### config.mk
export PLATFORM = sky130hd
export DESIGN_NAME = regfile_wb_arbiter_flat
export DESIGN_NICKNAME = d
export VERILOG_FILES = /design/src/rtl/regfile_wb_arbiter_if.sv /design/src/rtl/regfile_wb_arbiter.sv /design/src/flat_wrapper.sv
export SDC_FILE = /design/constraint.sdc
export NUM_CORES = 1
export LEC_CHECK = 0
export BUFFER_PORTS_ARGS = -buffer_cell sky130_fd_sc_hd__buf_4
export CELL_PAD_IN_SITES_DETAIL_PLACEMENT = 0
export CELL_PAD_IN_SITES_GLOBAL_PLACEMENT = 2
export CORE_MARGIN = 2
export CORE_UTILIZATION = 33
export CTS_CLUSTER_SIZE = 10
export DETAILED_ROUTE_END_ITERATION = 6
export HOLD_SLACK_MARGIN = 0.12
export PLACE_DENSITY_LB_ADDON = 0.1
export REMOVE_ABC_BUFFERS = 1
export SLEW_MARGIN = 20
export SYNTH_ARGS = -nofsm -noshare
export SYNTH_HDL_FRONTEND = slang
export SYNTH_SLANG_ARGS = --single-unit
### constraint.sdc
create_clock -name clk -period 6.9 [get_ports clk]
set_clock_uncertainty 0.15 [all_clocks]
set_input_delay 1.035 -clock clk [delete_from_list [all_inputs] [get_ports clk]]
set_output_delay 1.035 -clock clk [all_outputs]
set_load 0.02 [all_outputs]
### src/rtl/regfile_wb_arbiter_if.sv
// Handshake and bus bundle around the register-file writeback arbiter.
//   issue_*   : decode issue request and acceptance
//   rs*/busy  : scoreboard lookups for decode
//   alu_*     : ALU/CSR writeback request channel
//   mem_*     : load-return writeback request channel
//   rf_*      : register-file write port drive
//   ecall_req/drained/busy_count : drain control and status
// Modports: master = surrounding pipeline, slave = arbiter.
interface regfile_wb_arbiter_if #(
  parameter int unsigned XLEN = 32
);
  logic            issue_valid;
  logic [4:0]      issue_rd;
  logic            issue_ready;
  logic [4:0]      rs1;
  logic [4:0]      rs2;
  logic            rs1_busy;
  logic            rs2_busy;
  logic            alu_valid;
  logic [4:0]      alu_rd;
  logic [XLEN-1:0] alu_data;
  logic            alu_ready;
  logic            mem_valid;
  logic [4:0]      mem_rd;
  logic [XLEN-1:0] mem_data;
  logic            mem_ready;
  logic            rf_we;
  logic [4:0]      rf_rd;
  logic [XLEN-1:0] rf_din;
  logic            ecall_req;
  logic            drained;
  logic [5:0]      busy_count;

  modport master (
    output issue_valid, issue_rd, rs1, rs2,
    output alu_valid, alu_rd, alu_data,
    output mem_valid, mem_rd, mem_data,
    output ecall_req,
    input  issue_ready, rs1_busy, rs2_busy, alu_ready, mem_ready,
    input  rf_we, rf_rd, rf_din, drained, busy_count
  );

  modport slave (
    input  issue_valid, issue_rd, rs1, rs2,
    input  alu_valid, alu_rd, alu_data,
    input  mem_valid, mem_rd, mem_data,
    input  ecall_req,
    output issue_ready, rs1_busy, rs2_busy, alu_ready, mem_ready,
    output rf_we, rf_rd, rf_din, drained, busy_count
  );
endinterface

### src/rtl/regfile_wb_arbiter.sv
// Register-file writeback arbiter with busy scoreboard and ecall drain.
// Schedules the single register-file write port between ALU/CSR results
// and load returns, tracks per-register busy bits for decode hazard
// stalls, and drains all pending writes before reporting an ecall halt.
// Ports:
//   clk, reset_n : clock, asynchronous active-low reset
//   bus (slave)  : issue, scoreboard lookup, ALU/mem writeback requests,
//                  registered rf write port, ecall drain control, busy_count
// Build option:
//   RR_ARB_EN    : when defined, simultaneous ALU/mem requests alternate
//                  (opposite of last grant wins); otherwise mem always wins.
module regfile_wb_arbiter #(
  parameter int unsigned XLEN = 32,
  parameter int unsigned NREG = 32
) (
  input logic                clk,
  input logic                reset_n,
  regfile_wb_arbiter_if.slave bus
);

  localparam int unsigned IDX_W = 5;
  localparam int unsigned CNT_W = 6;

  typedef enum logic [1:0] {
    ST_RUN   = 2'd0,
    ST_DRAIN = 2'd1,
    ST_DONE  = 2'd2
  } state_t;

  state_t            state;
  logic [NREG-1:0]   busy;
  logic [CNT_W-1:0]  busy_count;
  logic              rf_we;
  logic [IDX_W-1:0]  rf_rd;
  logic [XLEN-1:0]   rf_din;
  logic              drained;
`ifdef RR_ARB_EN
  logic              last_grant_mem;
`endif

  logic              issue_ready_c;
  logic              issue_fire_c;
  logic              mem_wins_c;
  logic              mem_gnt_c;
  logic              alu_gnt_c;
  logic              gnt_c;
  logic [IDX_W-1:0]  gnt_rd_c;
  logic [XLEN-1:0]   gnt_data_c;
  logic [NREG-1:0]   set_mask_c;
  logic [NREG-1:0]   clr_mask_c;
  logic [NREG-1:0]   busy_nxt_c;
  logic              drain_done_c;

  function automatic logic [CNT_W-1:0] popcount(input logic [NREG-1:0] v);
    logic [CNT_W-1:0] n;
    n = '0;
    for (int i = 0; i < int'(NREG); i++) n = n + CNT_W'(v[i]);
    return n;
  endfunction

  // Issue gating, writeback arbitration and scoreboard next state.
  always_comb begin
    issue_ready_c = (state == ST_RUN) &&
                    (!busy[bus.issue_rd] || (bus.issue_rd == '0));
    issue_fire_c  = bus.issue_valid && issue_ready_c;

`ifdef RR_ARB_EN
    mem_wins_c = !last_grant_mem;
`else
    mem_wins_c = 1'b1;
`endif
    mem_gnt_c  = bus.mem_valid && (!bus.alu_valid || mem_wins_c);
    alu_gnt_c  = bus.alu_valid && !mem_gnt_c;
    gnt_c      = mem_gnt_c || alu_gnt_c;
    gnt_rd_c   = mem_gnt_c ? bus.mem_rd : bus.alu_rd;
    gnt_data_c = mem_gnt_c ? XLEN'(bus.mem_data) : XLEN'(bus.alu_data);

    set_mask_c = issue_fire_c ? (NREG'(1) << bus.issue_rd) : '0;
    clr_mask_c = rf_we ? (NREG'(1) << rf_rd) : '0;
    // Set overrides clear on the same edge; x0 never becomes busy.
    busy_nxt_c = ((busy & ~clr_mask_c) | set_mask_c) & ~NREG'(1);

    drain_done_c = (busy == '0) && !rf_we && !bus.alu_valid && !bus.mem_valid;
  end

  // Registered state: scoreboard, write port, drain FSM.
  always_ff @(posedge clk or negedge reset_n) begin
    if (!reset_n) begin
      state          <= ST_RUN;
      busy           <= '0;
      busy_count     <= '0;
      rf_we          <= 1'b0;
      rf_rd          <= '0;
      rf_din         <= '0;
      drained        <= 1'b0;
`ifdef RR_ARB_EN
      last_grant_mem <= 1'b0;
`endif
    end else begin
      busy       <= busy_nxt_c;
      busy_count <= popcount(busy_nxt_c);
      rf_we      <= gnt_c && (gnt_rd_c != '0);
      if (gnt_c) begin
        rf_rd  <= gnt_rd_c;
        rf_din <= gnt_data_c;
      end
`ifdef RR_ARB_EN
      if (gnt_c) last_grant_mem <= mem_gnt_c;
`endif
      drained <= 1'b0;
      case (state)
        ST_RUN: begin
          if (bus.ecall_req) state <= ST_DRAIN;
        end
        ST_DRAIN: begin
          if (drain_done_c) begin
            state   <= ST_DONE;
            drained <= 1'b1;
          end
        end
        ST_DONE: begin
          state <= ST_RUN;
        end
        default: begin
          state <= ST_RUN;
        end
      endcase
    end
  end

  assign bus.issue_ready = issue_ready_c;
  assign bus.rs1_busy    = busy[bus.rs1];
  assign bus.rs2_busy    = busy[bus.rs2];
  assign bus.alu_ready   = alu_gnt_c;
  assign bus.mem_ready   = mem_gnt_c;
  assign bus.rf_we       = rf_we;
  assign bus.rf_rd       = rf_rd;
  assign bus.rf_din      = 32'(rf_din);
  assign bus.drained     = drained;
  assign bus.busy_count  = busy_count;

endmodule

### src/flat_wrapper.sv
// flat-port wrapper written by rule: the top's interface ports become plain ports
module regfile_wb_arbiter_flat 
#(
  parameter int unsigned XLEN = 32,
  parameter int unsigned NREG = 32
)
  (clk, reset_n, bus_issue_valid, bus_issue_rd, bus_rs1, bus_rs2, bus_alu_valid, bus_alu_rd, bus_alu_data, bus_mem_valid, bus_mem_rd, bus_mem_data, bus_ecall_req, bus_issue_ready, bus_rs1_busy, bus_rs2_busy, bus_alu_ready, bus_mem_ready, bus_rf_we, bus_rf_rd, bus_rf_din, bus_drained, bus_busy_count);
  regfile_wb_arbiter_if #(.XLEN(XLEN)) bus_i ();
  input logic clk;
  input logic reset_n;
  input wire logic [$bits(bus_i.issue_valid)-1:0] bus_issue_valid;
  input wire logic [$bits(bus_i.issue_rd)-1:0] bus_issue_rd;
  input wire logic [$bits(bus_i.rs1)-1:0] bus_rs1;
  input wire logic [$bits(bus_i.rs2)-1:0] bus_rs2;
  input wire logic [$bits(bus_i.alu_valid)-1:0] bus_alu_valid;
  input wire logic [$bits(bus_i.alu_rd)-1:0] bus_alu_rd;
  input wire logic [$bits(bus_i.alu_data)-1:0] bus_alu_data;
  input wire logic [$bits(bus_i.mem_valid)-1:0] bus_mem_valid;
  input wire logic [$bits(bus_i.mem_rd)-1:0] bus_mem_rd;
  input wire logic [$bits(bus_i.mem_data)-1:0] bus_mem_data;
  input wire logic [$bits(bus_i.ecall_req)-1:0] bus_ecall_req;
  output wire logic [$bits(bus_i.issue_ready)-1:0] bus_issue_ready;
  output wire logic [$bits(bus_i.rs1_busy)-1:0] bus_rs1_busy;
  output wire logic [$bits(bus_i.rs2_busy)-1:0] bus_rs2_busy;
  output wire logic [$bits(bus_i.alu_ready)-1:0] bus_alu_ready;
  output wire logic [$bits(bus_i.mem_ready)-1:0] bus_mem_ready;
  output wire logic [$bits(bus_i.rf_we)-1:0] bus_rf_we;
  output wire logic [$bits(bus_i.rf_rd)-1:0] bus_rf_rd;
  output wire logic [$bits(bus_i.rf_din)-1:0] bus_rf_din;
  output wire logic [$bits(bus_i.drained)-1:0] bus_drained;
  output wire logic [$bits(bus_i.busy_count)-1:0] bus_busy_count;
  assign bus_i.issue_valid = bus_issue_valid;
  assign bus_i.issue_rd = bus_issue_rd;
  assign bus_i.rs1 = bus_rs1;
  assign bus_i.rs2 = bus_rs2;
  assign bus_i.alu_valid = bus_alu_valid;
  assign bus_i.alu_rd = bus_alu_rd;
  assign bus_i.alu_data = bus_alu_data;
  assign bus_i.mem_valid = bus_mem_valid;
  assign bus_i.mem_rd = bus_mem_rd;
  assign bus_i.mem_data = bus_mem_data;
  assign bus_i.ecall_req = bus_ecall_req;
  assign bus_issue_ready = bus_i.issue_ready;
  assign bus_rs1_busy = bus_i.rs1_busy;
  assign bus_rs2_busy = bus_i.rs2_busy;
  assign bus_alu_ready = bus_i.alu_ready;
  assign bus_mem_ready = bus_i.mem_ready;
  assign bus_rf_we = bus_i.rf_we;
  assign bus_rf_rd = bus_i.rf_rd;
  assign bus_rf_din = bus_i.rf_din;
  assign bus_drained = bus_i.drained;
  assign bus_busy_count = bus_i.busy_count;
  regfile_wb_arbiter #(.XLEN(XLEN), .NREG(NREG)) u_core (.clk(clk), .reset_n(reset_n), .bus(bus_i));
endmodule
=== Word level (Yosys, flattened, before mapping) ===
Cells that the tools add are included.
Widths: inputs -> output; s select.

* Flip-flop bits (word level): 78
* Bits in latches: 0
* Bits in writable memories: 0
* Memory bits (read-only): 0
* Input bits: 95
* Output and inout bits: 50
* Memories kept: 0

* $add $sub $neg: 30
* Multipliers: 0
* Divide/modulo/power cells: 0
* Magnitude comparators: 3
* Equal/unequal tests: 3
* Shifts and indexed selects: 2
* Multiplexer cells: 15
* Bitwise operators: 3
* Reduce and logical (&&, ||, !) cells: 18

{| class="wikitable"
|+ Operators with widths
! cell !! count
|-
| $add 6x1->6 || 29
|-
| $mux 32 || 3
|-
| $shl 1x5->32 const A || 2
|-
| $and 32x32->32 || 1
|-
| $logic_not 32->1 || 1
|-
| $not 32->32 || 1
|-
| $or 32x32->32 || 1
|-
| $lt 5x6->1 const B || 3
|-
| $bmux 1 s5 || 3
|-
| $logic_and 1x1->1 || 7
|-
| $logic_not 5->1 || 1
|-
| $mux 1 || 5
|-
| $mux 5 || 1
|-
| $reduce_bool 5->1 || 1
|-
| $logic_not 1->1 || 4
|-
| $mux 2 || 2
|-
| $pmux 2 s2 || 1
|-
| $add 1x1->2 || 1
|-
| $eq 2x1->1 const B || 1
|-
| $logic_not 2->1 || 1
|-
| $logic_or 1x1->1 || 2
|-
| $ne 2x1->1 const B || 1
|-
| $ne 2x2->1 const B || 1
|-
| $reduce_and 2->1 || 1
|}

=== Longest topological paths before layout ===
* Word-level depth: 38
* Mapped depth: 24

=== Worst setup path before layout ===
No wires, ideal clock.

* Kind: input -> register
* From: in bus_issue_rd[0]
* To: reg u_core.busy_count[4] (netlist: u_core.bus.busy_count[4])
* Library setup time: 80 ps
* Arrival time: 6,637 ps
* Data required time: 6,670 ps
* Path slack: 33 ps
* Stages: 21
* Path through: buf_2 -> buf_2 -> mux4_2 -> nand3_1 -> o21ai_0 -> ha_1 -> fa_1 -> inv_1 -> fa_1 -> fa_1 -> fa_1 -> inv_1 -> fa_1 -> inv_1 -> fa_1 -> inv_1 -> ha_1 -> fa_1 -> a21o_1 -> a21oi_1 -> xnor2_1

* Word-level cells in the longest chain between the ends: 38
* Elaborated cells on any way between the ends: 40

{| class="wikitable"
|+ Ends and longest elaborated chain
! what !! line !! text
|-
| start: declaration || flat_wrapper.sv:12 || <nowiki>input wire logic [$bits(bus_i.issue_rd)-1:0] bus_issue_rd;</nowiki>
|-
| $bmux 1 s5 || regfile_wb_arbiter.sv:64 || <nowiki>(!busy[bus.issue_rd] || (bus.issue_rd == '0));</nowiki>
|-
| $mux 1 (not written as such) || regfile_wb_arbiter.sv:64 ||
|-
| $logic_not 1->1 || regfile_wb_arbiter.sv:64 ||
|-
| $logic_or 1x1->1 || regfile_wb_arbiter.sv:64 ||
|-
| $logic_and 1x1->1 || regfile_wb_arbiter.sv:63 || <nowiki>issue_ready_c = (state == ST_RUN) &&</nowiki>
|-
| $logic_and 1x1->1 || regfile_wb_arbiter.sv:65 || <nowiki>issue_fire_c = bus.issue_valid && issue_ready_c;</nowiki>
|-
| $mux 32 (*) || regfile_wb_arbiter.sv:78 || <nowiki>set_mask_c = issue_fire_c ? (NREG'(1) << bus.issue_rd) : '0;</nowiki>
|-
| $or 32x32->32 (*) || regfile_wb_arbiter.sv:81 || <nowiki>busy_nxt_c = ((busy & ~clr_mask_c) | set_mask_c) & ~NREG'(1);</nowiki>
|-
| net u_core.busy_nxt_c[1] || regfile_wb_arbiter.sv:51 || <nowiki>logic [NREG-1:0] busy_nxt_c;</nowiki>
|-
| $add 1x1->2 (*) || regfile_wb_arbiter.sv:57 || <nowiki>for (int i = 0; i < int'(NREG); i++) n = n + CNT_W'(v[i]);</nowiki>
|-
| $add 6x1->6 (*) (29 in series) || regfile_wb_arbiter.sv:57 ||
|-
| end signal: assignment || regfile_wb_arbiter.sv:101 || <nowiki>busy_count <= popcount(busy_nxt_c);</nowiki>
|-
| end: declaration || regfile_wb_arbiter.sv:32 || <nowiki>logic [CNT_W-1:0] busy_count;</nowiki>
|}

The timed path passes the listed nets; every way through them passes the cells marked *. The select of a mux whose other input is x is not followed.
A chain may end at the register's enable or synchronous reset.

=== Worst setup path after layout ===
* From: in bus_issue_rd[2]
* To: reg u_core.busy_count[4] (netlist: u_core.bus.busy_count[4])

* Word-level cells in the longest chain between the ends: 38
* Elaborated cells on any way between the ends: 40

{| class="wikitable"
|+ Ends and longest elaborated chain
! what !! line
|-
| $bmux 1 s5 || regfile_wb_arbiter.sv:64
|-
| $mux 1 (not written as such) || regfile_wb_arbiter.sv:64
|-
| $logic_not 1->1 || regfile_wb_arbiter.sv:64
|-
| $logic_or 1x1->1 || regfile_wb_arbiter.sv:64
|-
| $logic_and 1x1->1 || regfile_wb_arbiter.sv:63
|-
| $logic_and 1x1->1 || regfile_wb_arbiter.sv:65
|-
| $mux 32 (*) || regfile_wb_arbiter.sv:78
|-
| $or 32x32->32 (*) || regfile_wb_arbiter.sv:81
|-
| $add 1x1->2 || regfile_wb_arbiter.sv:57
|-
| $add 6x1->6 (28 in series) || regfile_wb_arbiter.sv:57
|-
| $add 6x1->6 (*) || regfile_wb_arbiter.sv:57
|}

Mark *: on every way between the ends. The rest lies on a longest branch, timed or not. The select of a mux whose other input is x is not followed.

==> run summary <==
status: finished, final reports clean
die width: 130 um
clk slew on worst S/H paths: 0.07 ns
n_diodes: 0
chip height: 130 um
initial antenna violation count: 0
dominant cells by area after synthesis: dfrtp_1, mux4_2, fa_1
1st-pass router iterations: 5
First DRT Iteration DRCs: 293
area taken by multi-input logic gates: 3020 sq um
top cell type's share of synthesized area: 37.1%
Clock Latency Late Sink: 0.36 ns
synth warn: 0
start point of the critical path: bus_issue_rd[2]
Worst Path Max Fanout: 9
Max Clk Rate: 150 MHz
io pins: 145
Hold Slack: 0.319 ns
detailed placement HPWL: 12600 um
final setup violating endpoints: 0
Max-cap violations: 0
most frequent cells in the layout: buf_4, dfrtp_1, o21ai_0
Syn-to-layout area delta: 32.7%
hold_sp: u_core.state[1]$_DFFE_PN0P_
Startpoint Class: primary input
Sequential cell area: 1950 sq um
WP data required: 7.03 ns
IO buf count: 144
wire per inst: 19.2 um
vias in the first global route: 4832
cell count after synthesis: 508
Vias/cell: 5.15
post-route cell area: 6980 sq um
Max Slew Vio Count: 0
syn_area_per_cell: 10.4 sq um
Fill cells: 1513
Post-synth EDFFs: 0
Async S/R FF share, synth: 100%
most common cell after layout, fill and taps aside: buf_4
DRC: 0
Primary FF master, synth: dfrtp_1
sequential fraction of the synthesis area: 37.1%
share of cells above drive strength 1: 34.0%
Hold Buf Count CTS: 0
Final Wtd Congestion: 0.932
Worst EP arrival: 6.81 ns
worst rel slew slack: 48.3%
antenna viol nets, final: 0
Tcrit/Tclk final: 96.9%
Inserted Clock Buffers: 9
pre-CTS setup slack: -0.115 ns
mapped cell area: 5260 sq um
synth unique cells: 51
Worst-Margin Slew: 0.776 ns
global route total overflow: 0
CTS H-tree lvls: 3
PnR worst setup slack: 0.217 ns
Root Buffer: clkbuf_16
largest net degree at the start of global routing: 81
starting density of the core: 33.5%
Row Count: 46
Layout Nets: 789
min cycle time layout: 6.68 ns
all-layer global routing usage: 21.3%
CTS Buffer Depth: 2
CP Capture Type: register
#FFs+latches synth: 78
CTS tree: built
Cell Area, Placed: 6670 sq um
Hold Crit Class: reg2reg
critical path type: in2reg
core area: 15700 sq um
Hold Vio Cnt, Final: 0
leading area contributor after synthesis: dfrtp_1
via count: 4544
routed wire length: 16900 um
die area: 17000 sq um
worst r2r src: u_core.busy[31]$_DFF_PN0_
Num Clock Sinks: 78
first-pass GRT wire length: 26900 um
## worst paths after layout
| kind | slack, ns | cells after the start | endpoint |
|---|---|---|---|
| worst max-delay path | 0.22 | 22 | u_core.bus.busy_count[4]$_DFF_PN0_ |
| min in group asynchronous | 0.56 | 1 | u_core.bus.rf_din[22]$_DFFE_PN0P_ |
| max in group asynchronous | 5.48 | 1 | u_core.busy[27]$_DFF_PN0_ |
| worst min register to register | 0.32 | 1 | u_core.state[0]$_DFFE_PN0P_ |
| worst min-delay path | 0.32 | 1 | u_core.state[0]$_DFFE_PN0P_ |
| worst max register to register | 0.57 | 20 | u_core.bus.busy_count[4]$_DFF_PN0_ |
## worst max-delay path, stage by stage
cell and delay, ns:
buf_4 0.16, mux4_2 0.54, nand2b_4 0.16, a21oi_2 0.12, nand3_2 0.14, o21a_1 0.26
fa_1 0.54, inv_1 0.05, fa_1 0.47, inv_1 0.05, fa_1 0.48, fa_1 0.50
inv_1 0.06, fa_1 0.54, inv_1 0.06, fa_1 0.53, inv_1 0.04, ha_1 0.22
fa_1 0.39, a21o_1 0.20, a21oi_2 0.14, xnor2_1 0.12
## Yosys cell counts (2+ instances only)
master    number
dfrtp_1       78
o21ai_0       76
nand2_1       55
mux2i_1       46
inv_1         37
fa_1          23
mux4_2        21
o21ai_1       18
clkbuf_1      16
o21a_1        16
nand3_1       13
ha_1           9
nor2_1         9
nor4_1         8
buf_2          7
nand3b_1       7
o31a_1         6
a21oi_1        5
nor2b_1        5
o31ai_2        5
a21o_1         3
buf_6          3
mux2_2         3
nand2b_1       3
o31ai_1        3
or3b_2         3
and3b_1        2
buf_4          2
nor3b_1        2
o22ai_1        2
xnor2_1        2
## cells by family (layout without fill, tap and decap cells)
logic type,count (synthesis),count (layout),share of synthesized area (%)
muxes,71,71,18.6
xor gates and xnor gates,3,3,0.499
and+or+nand+nor,115,115,11.0
AOI/OAI and AO/OA,142,142,16.4
adders and majority gates,32,32,10.9
DFF,78,78,37.1
buffers and inverters,67,226,5.52
## flip-flops by register name, indices dropped and copies added, names as in the netlist
name	count
u_core.state	2
u_core.bus.rf_din	32
u_core.busy	31
u_core.bus.rf_we	1
u_core.bus.drained	1
u_core.bus.rf_rd	5
u_core.bus.busy_count	6
## metrics by stage
stage	cells	utilization, %	TNS, ns
2_1_floorplan	479	-	0
3_3_place_gp	866	42.4	-0.106
3_5_place_dp	866	42.4	-0.115
4_1_cts	882	44.3	0
5_1_grt	883	44.4	-0.0162
6_report	883	44.4	0
## per-layer routing
metal	vias to the layer above	share of wire (%)	track usage [%]
met5	-	0	0
met3	38	7.0	3.85
li1	2136	-	-
met1	2188	42	27.6
met2	182	48	35.7
met4	0	2.7	7.84
## final cells by class
cell class,count,share of cell area [%]
clock buffer,10,3.28
clock inverter,6,0.986
inverter,38,2.04
multi-input combinational,363,43.3
sequential,78,28.0
tap,216,3.87
timing repair buffer,172,18.6
## timing repair
action                                  in CTS  in global routing
hold endpoints to repair                     0                  0
resized for setup                            0                  1
endpoints found under the setup margin       0                  1
setup buffers                                0                  1
Power is not shown: default switching activity piles up to over one toggle a cycle in this logic, so the estimate is an artifact.
